[config.mk]
export PLATFORM = sky130hd
export DESIGN_NAME = rs232_tx
export DESIGN_NICKNAME = d
export VERILOG_FILES = /design/src/rtl/rs232_pkg.sv /design/src/rtl/counter_tx.sv /design/src/rtl/rs232_tx.sv
export SDC_FILE = /design/constraint.sdc
export NUM_CORES = 1
export LEC_CHECK = 0
export BUFFER_PORTS_ARGS = -buffer_cell sky130_fd_sc_hd__buf_2
export CELL_PAD_IN_SITES_DETAIL_PLACEMENT = 1
export CELL_PAD_IN_SITES_GLOBAL_PLACEMENT = 1
export CORE_MARGIN = 3
export CORE_UTILIZATION = 40
export DETAILED_ROUTE_END_ITERATION = 16
export PLACE_DENSITY = 0.67
export SLEW_MARGIN = 15
export SYNTH_ARGS = -nofsm -noshare
export SYNTH_HDL_FRONTEND = slang
export SYNTH_SLANG_ARGS = --single-unit
[constraint.sdc]
create_clock -name clk_i -period 4.4 [get_ports clk_i]
set_input_delay 0.22 -clock clk_i [delete_from_list [all_inputs] [get_ports clk_i]]
set_output_delay 0.22 -clock clk_i [all_outputs]
set_load 0.02 [all_outputs]
[src/rtl/rs232_pkg.sv]
// rtl/rs232_pkg.sv - shared constants and encodings for the rs232 rx/tx pair
package rs232_pkg;

    // Frame geometry: 8N1 plus start and stop bits
    localparam int DATA_WIDTH        = 8;
    localparam int FRAME_BITS        = DATA_WIDTH + 2;

    // Shared default baud divisor so both ends of the link agree (50 MHz / 115200)
    localparam int DEFAULT_BAUD_DIV  = 434;
    localparam int DEFAULT_CNT_WIDTH = 16;

    // Transmitter FSM encoding
    typedef enum logic [1:0] {
        IDLE  = 2'b00,
        START = 2'b01,
        DATA  = 2'b10,
        STOP  = 2'b11
    } state_e;

    // Opcode driven by the FSM into the baud/bit counter
    typedef enum logic [1:0] {
        CNT_CLEAR = 2'b00,
        CNT_HOLD  = 2'b01,
        CNT_INC   = 2'b10
    } cnt_op_e;

    // Bit counter needs one extra bit so it can sit at DataWidth after the last data bit
    function automatic int bit_cnt_width(input int data_width);
        return $clog2(data_width) + 1;
    endfunction

endpackage

[src/rtl/counter_tx.sv]
// rtl/counter_tx.sv - baud and bit counters for the rs232 transmitter
module counter_tx
    import rs232_pkg::*;
#(
    parameter int BaudDiv  = DEFAULT_BAUD_DIV,
    parameter int CntWidth = DEFAULT_CNT_WIDTH,
    parameter int BitWidth = 4
) (
    input  logic                clk_i,
    input  logic                rst_ni,
    input  cnt_op_e             op_i,
    input  logic                bit_en_i,
    output logic [CntWidth-1:0] baud_cnt_o,
    output logic [BitWidth-1:0] bit_cnt_o,
    output logic                wrap_o
);

    localparam logic [CntWidth-1:0] BaudLast = CntWidth'(BaudDiv - 1);

    // Wrap marks the last clock of the current serial bit
    assign wrap_o = (baud_cnt_o == BaudLast);

    // Baud counter runs 0..BaudDiv-1; the bit counter advances on each wrap when enabled
    always_ff @(posedge clk_i or negedge rst_ni) begin
        if (!rst_ni) begin
            baud_cnt_o <= '0;
            bit_cnt_o  <= '0;
        end else begin
            case (op_i)
                CNT_CLEAR: begin
                    baud_cnt_o <= '0;
                    bit_cnt_o  <= '0;
                end
                CNT_INC: begin
                    if (wrap_o) begin
                        baud_cnt_o <= '0;
                        if (bit_en_i) begin
                            bit_cnt_o <= bit_cnt_o + 1'b1;
                        end
                    end else begin
                        baud_cnt_o <= baud_cnt_o + 1'b1;
                    end
                end
                default: begin
                    baud_cnt_o <= baud_cnt_o;
                    bit_cnt_o  <= bit_cnt_o;
                end
            endcase
        end
    end

endmodule

[src/rtl/rs232_tx.sv]
// rtl/rs232_tx.sv - 8N1 UART transmitter with registered outputs
module rs232_tx
    import rs232_pkg::*;
#(
    parameter int DataWidth = DATA_WIDTH,
    parameter int BaudDiv   = DEFAULT_BAUD_DIV,
    parameter int CntWidth  = DEFAULT_CNT_WIDTH
) (
    input  logic                 clk_i,
    input  logic                 rst_ni,
    input  logic                 start_i,
    input  logic [DataWidth-1:0] data_i,
    output logic                 ready_o,
    output logic                 done_o,
    output logic                 tx_o
);

    localparam int                  BitWidth   = bit_cnt_width(DataWidth);
    localparam logic [CntWidth-1:0] BaudPenult = CntWidth'(BaudDiv - 2);
    localparam logic [BitWidth-1:0] BitLast    = BitWidth'(DataWidth - 1);

    state_e                 state_q, state_d;
    logic [DataWidth-1:0]   shift_q, shift_d;
    logic [DataWidth-1:0]   shifted;
    logic                   tx_d, ready_d, done_d;
    cnt_op_e                cnt_op;
    logic [CntWidth-1:0]    baud_cnt;
    logic [BitWidth-1:0]    bit_cnt;
    logic                   baud_wrap;
    logic                   accept;

    counter_tx #(
        .BaudDiv  (BaudDiv),
        .CntWidth (CntWidth),
        .BitWidth (BitWidth)
    ) u_counter (
        .clk_i      (clk_i),
        .rst_ni     (rst_ni),
        .op_i       (cnt_op),
        .bit_en_i   (state_q == DATA),
        .baud_cnt_o (baud_cnt),
        .bit_cnt_o  (bit_cnt),
        .wrap_o     (baud_wrap)
    );

    assign shifted = shift_q >> 1;
    assign accept  = ready_o && start_i;

    // Next-state and next-output logic; outputs are computed one cycle ahead and registered.
    // ready_o/done_o rise in the final stop-bit cycle so a new start can be accepted on the
    // edge that ends the stop bit, giving gap-free back-to-back frames.
    always_comb begin
        state_d = state_q;
        shift_d = shift_q;
        tx_d    = tx_o;
        ready_d = ready_o;
        done_d  = 1'b0;
        cnt_op  = CNT_INC;

        case (state_q)
            IDLE: begin
                cnt_op  = CNT_CLEAR;
                tx_d    = 1'b1;
                ready_d = 1'b1;
            end
            START: begin
                if (baud_wrap) begin
                    state_d = DATA;
                    tx_d    = shift_q[0];
                end
            end
            DATA: begin
                if (baud_wrap) begin
                    shift_d = shifted;
                    if (bit_cnt == BitLast) begin
                        state_d = STOP;
                        tx_d    = 1'b1;
                    end else begin
                        tx_d    = shifted[0];
                    end
                end
            end
            STOP: begin
                tx_d = 1'b1;
                if (baud_cnt == BaudPenult) begin
                    done_d  = 1'b1;
                    ready_d = 1'b1;
                end
                if (baud_wrap) begin
                    state_d = IDLE;
                end
            end
            default: begin
                state_d = IDLE;
            end
        endcase

        // Acceptance overrides everything: capture the byte and begin the start bit
        if (accept) begin
            state_d = START;
            shift_d = data_i;
            tx_d    = 1'b0;
            ready_d = 1'b0;
            done_d  = 1'b0;
            cnt_op  = CNT_CLEAR;
        end
    end

    // State, shift register and line flops; reset forces the line to mark immediately
    always_ff @(posedge clk_i or negedge rst_ni) begin
        if (!rst_ni) begin
            state_q <= IDLE;
            shift_q <= '0;
            tx_o    <= 1'b1;
            ready_o <= 1'b1;
            done_o  <= 1'b0;
        end else begin
            state_q <= state_d;
            shift_q <= shift_d;
            tx_o    <= tx_d;
            ready_o <= ready_d;
            done_o  <= done_d;
        end
    end

endmodule

==> impl_results.md, run 1 <==
* Max Clock Freq at 0.399 GHz
* EDFF count, synth at 0
* Tmin final at 2.50 ns
* Layout Skew at 0.00428 ns
* Failing checks: hold timing
* Port Buffer Count at 13
* Crit end category: flop
* # H-tree levels at 2
* Critical Path RT at 4.61 ns
* CTS tree: built
* Setup TNS at 0 ns
* Leakage at 0.919 nW
* CTS max path bufs at 2
* Tightest Hold Check Type: in2async
* ANT cells at 0
* Pre-Repair DR Iteration Count at 4
* Final Cycle Share at 56.9%
* Crit. Startpoint: u_counter.baud_cnt_o[9]$_DFF_PN0_
* PD cells at 466 nW/um2
* Synth-to-layout area growth at 10.2%
* WHS at -0.00797 ns
* Synth cell types at 37
* Crit start category: flop
* Total GRT Usage at 17.2%
* FP Rows at 23
* Core area at 4140 um2
* Slew of the pin with the lowest slew margin at 0.748 ns
* Worst-path clk slew at 0.07 ns
* Register bit total from synthesis at 33
* Hold Violations, Final at 12
* Via count at 1340
* Syn_area_per_cell at 9.66 um2
* CP max FO at 14
* Maximum VDD drop at 191 uV
* Placer congestion estimate at 0.774
* CTS resizes at 0
* Kind of critical path: reg2reg
* Reg area at 828 um2
* DR iter-0 viols at 62
* Largest net degree at the start of global routing at 34
* RSZ-0062 raised after global routing: no
* Post-CTS Setup Bufs at 0
* # IOs at 14
* Global-route wire length before repair at 6.96 mm
* Share of layout cells above drive strength 1 at 14.1%
* Residual DRC count at 0
* Root buffer cell: clkbuf_8
* Ys async rst share at 100%
* Antenna-violating nets left at 0
* WL/cell at 15.8 um
* Netlist Area Pre-Place at 1790 um2
* Die area at 5300 um2
* Cts-stage hold buffer count at 0
* Sequential fraction of the synthesis area at 46.4%
* Nets at 219
* HPWL Detailed at 2.87 mm
* Die X at 72.8 um
* Initial antenna violation count at 0
* Pins Over Slew Limit at 0
* R2R Path Start: u_counter.baud_cnt_o[9]$_DFF_PN0_
* Top FF cell, synth: dfrtp_1
* Number of max-cap violations at 0
* Vias per Instance at 5.38
* Footprint of the multi-input gates at 892 um2
* Vias in the first global route at 1429
* Post-synthesis cell count at 185
* Syn_nets at 205
* Clock sinks at 33
* Die Height at 72.8 um
* Worst-Skew Late Latency at 0.29 ns
* Max transition margin at 49.8%
* Grt total ovfl at 0
* Total wire length at 3.93 mm
* Initial core utilization at 43.1%
* Status: complete, but fails checks
* Critical path arrival at 2.72 ns
* Synth warn at 0
* Final setup violation count at 0
* Final-layout fill cell count at 492
* Total CTS buffers at 5
[sequential cells by signal (all words and copies together) (netlist names)]
| signal | flops |
|---|---|
| tx_o | 1 |
| shift_q | 8 |
| u_counter.bit_cnt_o | 4 |
| u_counter.baud_cnt_o | 16 |
| ready_o | 1 |
| done_o | 1 |
| state_q | 2 |
[synthesized netlist by cell type (all sizes together) (4+ instances only)]
library cell | instances | area share [%]
buf | 4 | 1.4
nand4 | 4 | 1.4
o21ai | 4 | 1.1
nor2 | 31 | 6.5
a21oi | 14 | 3.9
nand2 | 10 | 2.1
nor4 | 4 | 2.2
mux2i | 9 | 5.0
nor3 | 4 | 1.1
or3 | 4 | 1.4
dfrtp | 31 | 43
xnor2 | 10 | 4.9
nand3 | 10 | 2.8
inv | 9 | 1.9
ha | 9 | 6.3
[stage by stage]
stage | worst slack (ns) | cells | util (%) | total power [W] | area (um2)
after global placement | 1.94 | 242 | 45.4 | 0.000676 | 1880
after detailed placement | 1.87 | 242 | 45.4 | 0.000693 | 1880
final | 1.90 | 249 | 47.5 | 0.000917 | 1970
after floorplan | 2.52 | 185 | - | 0.000620 | 1790
after global routing | 1.73 | 249 | 47.5 | 0.000993 | 1970
after CTS | 1.87 | 249 | 47.5 | 0.000935 | 1970
[placed cells by master, fill, tap and decap left out, types with 2 or more instances in the layout]
| cell | netlist | layout |
|---|---|---|
| nor2_1 | 31 | 31 |
| dfrtp_1 | 31 | 31 |
| a21oi_1 | 14 | 14 |
| buf_2 | 2 | 13 |
| nand2_1 | 10 | 10 |
| nand3_1 | 10 | 10 |
| xnor2_1 | 10 | 10 |
| inv_1 | 9 | 9 |
| mux2i_1 | 9 | 9 |
| ha_1 | 9 | 9 |
| clkbuf_8 | 0 | 6 |
| nand4_1 | 4 | 4 |
| o21ai_0 | 4 | 4 |
| or3_1 | 4 | 4 |
| nor3_1 | 4 | 4 |
| nor4_1 | 3 | 3 |
| xor2_1 | 3 | 3 |
| and3_1 | 3 | 3 |
| nand2b_1 | 2 | 2 |
| or2_2 | 2 | 2 |
| dfstp_2 | 2 | 2 |
[worst max-delay path, stage by stage, from the launching register on]
cell and delay, ns:
dfrtp_1 0.41, or4b_4 0.57, nand4bb_1 0.71, or3_1 0.59
a21oi_1 0.14
[final timing paths]
kind                                                 endpoint  cells past startpoint  slack, ns
setup / recovery           u_counter.bit_cnt_o[3]$_DFFE_PN0P_                      4       1.90
hold / removal                         state_q[1]$_DFFE_PN0P_                      1     -0.008
setup reg to reg           u_counter.bit_cnt_o[3]$_DFFE_PN0P_                      4       1.90
hold reg to reg                        shift_q[7]$_DFFE_PN0P_                      2       0.54
max in group asynchronous  u_counter.baud_cnt_o[11]$_DFF_PN0_                      1       3.92
min in group clk_i                     shift_q[7]$_DFFE_PN0P_                      3       0.14
[power by group]
part           total, W  internal (W)  switching, W
registers      0.000460      0.000381     0.0000789
clock network  0.000233      0.000124      0.000109
logic          0.000224     0.0000971      0.000127
total          0.000917      0.000602      0.000315
[metal layers]
metal	vias to the layer above	track usage, %	routed length (um)
met4	0	5.53	63
met1	648	22.2	1850
met3	7	4.96	130
met2	21	27.7	1880
li1	664	-	-
met5	-	0	0
[final cells by class]
cell class	instances	area share (%)
well taps	50	3.18
clock buffers	7	4.39
multi-input cells	137	45.3
flip-flops and latches	33	42.1
repair buffers	13	3.31
inverters	9	1.72
[cell families after synthesis]
logic type | count (synthesis) | synth area share (%)
buffers and inverters | 15 | 3.71
multiplexers | 10 | 5.67
flip-flops | 33 | 46.4
XOR/XNOR | 13 | 6.37
AO/OA/AOI/OAI | 20 | 6.02
AND/OR/NAND/NOR | 85 | 25.6
adder cells (fa/ha/maj) | 9 | 6.30
Note: power is estimated with default switching activity, not from simulation.
==> run 2: changes to the inputs <==
--- a/config.mk
+++ b/config.mk
@@ -5,13 +5,14 @@
 export SDC_FILE = /design/constraint.sdc
 export NUM_CORES = 1
 export LEC_CHECK = 0
+export ABC_AREA = 1
 export BUFFER_PORTS_ARGS = -buffer_cell sky130_fd_sc_hd__buf_2
 export CELL_PAD_IN_SITES_DETAIL_PLACEMENT = 1
 export CELL_PAD_IN_SITES_GLOBAL_PLACEMENT = 1
 export CORE_MARGIN = 3
 export CORE_UTILIZATION = 40
 export DETAILED_ROUTE_END_ITERATION = 16
-export PLACE_DENSITY = 0.67
+export PLACE_DENSITY = 0.72
 export SLEW_MARGIN = 15
 export SYNTH_ARGS = -nofsm -noshare
 export SYNTH_HDL_FRONTEND = slang
==> constraint.sdc (replaced) <==
create_clock -name clk_i -period 2.3 [get_ports clk_i]
set_input_delay 0.115 -clock clk_i [delete_from_list [all_inputs] [get_ports clk_i]]
set_output_delay 0.115 -clock clk_i [all_outputs]
set_load 0.02 [all_outputs]
==> run 2 against run 1 <==
Net effect: highest routed layer unchanged; critical path type unchanged; the flow now finishes without violations; critical path depth rose by 3; largest power group unchanged; power up 99%; sequential power up 80%.
==> impl_results.md, run 2 <==
* Syn_area_per_cell at 7.48 um2
* CP max FO at 10
* PD cells at 813 nW/um2
* Tmin final at 1.66 ns
* Crit start category: flop
* Critical Path RT at 2.48 ns
* Status: completed
* Total CTS buffers at 5
* Nets at 307
* CTS tree: built
* Core area at 4790 um2
* FP Rows at 25
* WHS at 0.0303 ns
* Number of max-cap violations at 0
* R2R depth at 7
* Global-route wire length before repair at 8.18 mm
* Most flops, register: u_counter.baud_cnt_o
* Slew of the pin with the lowest slew margin at 0.781 ns
* Largest net degree at the start of global routing at 34
* # IOs at 14
* Largest registers: u_counter.baud_cnt_o x16, shift_q x8, u_counter.bit_cnt_o x4
* Top post-synthesis cells by area: dfrtp_1, nand2_1, nor2_1, inv_1, ha_1
* Top-count cell post-synth: nand2_1
* CTS max path bufs at 2
* Root buffer cell: clkbuf_8
* Initial antenna violation count at 0
* Top FF cell, synth: dfrtp_1
* Crit end category: flop
* Antenna-violating nets left at 0
* Ys async rst share at 100%
* Commonest non-fill, non-tap cells in the layout: nand2_1, nor2_1, inv_1
* Sequential fraction of the synthesis area at 41.3%
* Share of layout cells above drive strength 1 at 16.7%
* Total GRT Usage at 17.1%
* Vias per Instance at 4.71
* Total wire length at 4.61 mm
* Dpl cells at 346
* Worst-Skew Late Latency at 0.29 ns
* EDFF count, synth at 0
* DR iter-0 viols at 60
* # H-tree levels at 2
* Commonest non-fill, non-tap cell in the layout: nand2_1
* Critical path arrival at 1.84 ns
* Post-synth top area cell: dfrtp_1
* Layout Cells excl Fill at 355
* Final total power at 0.00182 W
* WHS Path Cells at 3
* WL/cell at 13.0 um
* RSZ-0062 raised after global routing: no
* Pre-Repair DR Iteration Count at 4
* Port Buffer Count at 13
* Max Clock Freq at 0.601 GHz
* Pins Over Slew Limit at 0
* Layout Skew at 0.00416 ns
* Post-synthesis cell count at 268
* Synth warn at 0
* Vias in the first global route at 1696
* Register bit total from synthesis at 33
* Via count at 1671
* Tightest Hold Check Type: in2reg
* Hold Violations, Final at 0
* Leakage at 1.24 nW
* Die area at 5900 um2
* Maximum VDD drop at 544 uV
* Post-synth top area share at 38.7%
* Clock sinks at 33
* Netlist Area Pre-Place at 2000 um2
* Synth cell types at 27
* Post-synth top cells: nand2_1, nor2_1, inv_1
* Worst-path clk slew at 0.07 ns
* Final Cycle Share at 72.3%
* Synth-to-layout area growth at 11.9%
* Residual DRC count at 0
* Placer congestion estimate at 0.763
* Die X at 76.8 um
* Max transition margin at 47.9%
* Die Height at 76.8 um
* HPWL Detailed at 3.46 mm
* Setup TNS at 0 ns
* Kind of critical path: reg2reg
* Max reg flops at 16
* Syn_nets at 288
* Grt total ovfl at 0
* Final setup violation count at 0
* ANT cells at 0
* Initial core utilization at 41.9%
## run 2: changes by cell type in the layout (fill, tap and decap cells not counted), moves of 4 or more
cell	delta
a21oi_1	-8
inv_1	+23
mux2i_1	-9
nand2_1	+74
nand2_2	+6
nand3_1	+7
nor2_1	+5
nor2_4	+5
or3_1	-4
xnor2_1	-10
## run 2: timing repair
item,in CTS,in global routing
hold buffers,1,0
setup buffers,0,0
gates resized for setup,0,0
hold endpoints to repair,31,0
endpoints found under the setup margin,0,0
## run 2: metrics by stage
step	util [%]	instance area [um2]	setup WS [ns]
6_report	46.9	2240	0.637
5_1_grt	46.9	2240	0.505
4_1_cts	46.9	2240	0.645
3_5_place_dp	44.8	2140	0.665
3_3_place_gp	44.8	2140	0.704
2_1_floorplan	-	2000	0.948
## run 2: worst paths after layout
kind,slack (ns),start,endpoint
setup / recovery,0.64,state_q[0]$_DFFE_PN0P_,shift_q[2]$_DFFE_PN0P_
hold / removal,0.03,data_i[7],shift_q[7]$_DFFE_PN0P_
setup reg to reg,0.64,state_q[0]$_DFFE_PN0P_,shift_q[2]$_DFFE_PN0P_
hold reg to reg,0.48,shift_q[7]$_DFFE_PN0P_,shift_q[7]$_DFFE_PN0P_
max in group asynchronous,1.36,rst_ni,shift_q[5]$_DFFE_PN0P_
min in group asynchronous,0.44,rst_ni,u_counter.bit_cnt_o[1]$_DFFE_PN0P_
## run 2: cell families (layout without fill, tap and decap cells)
kind of cell               count (synthesis)  count (layout)  share of synthesized area, %
buffers and inverters                     38              58                          7.37
xor gates and xnor gates                   4               4                          1.75
DFF                                       33              33                          41.3
and+or+nand+nor                          166             166                          39.1
adders and majority gates                  9               9                          5.62
AOI/OAI and AO/OA                         18              18                          4.81
## run 2: critical path: stages, from the launching register on
cell and delay [ns]:
dfrtp_1 0.44, inv_1 0.11, ha_1 0.37, nor2_1 0.11, inv_1 0.26, nand2_4 0.14
nand2_1 0.08, nand2_1 0.05
## run 2: report_power, final
| part | internal, W | total [W] | leakage, nW | switching, W |
|---|---|---|---|---|
| registers | 0.000722 | 0.000830 | 0.429 | 0.000108 |
| clock network | 0.000244 | 0.000459 | 0.0455 | 0.000215 |
| logic | 0.000187 | 0.000535 | 0.762 | 0.000348 |
| total | 0.00115 | 0.00182 | 1.24 | 0.000671 |
## run 2: per-layer routing
layer  part of all wire, %  track usage, %  vias to the layer above
met1                    51            24.1                      788
met4                   1.0            3.80                        0
met2                    46            27.0                       11
met3                   2.2            3.52                        5
met5                     0               0                        -
li1                      -               -                      867
## run 2: area by class of cell
cell class                 instances  area [um2]
fill                             624        2540
tap                               67        83.8
multi-input combinational        197        1030
clock buffer                       8        90.1
inverter                          36         138
timing repair buffer              14        75.1
sequential                        33         828
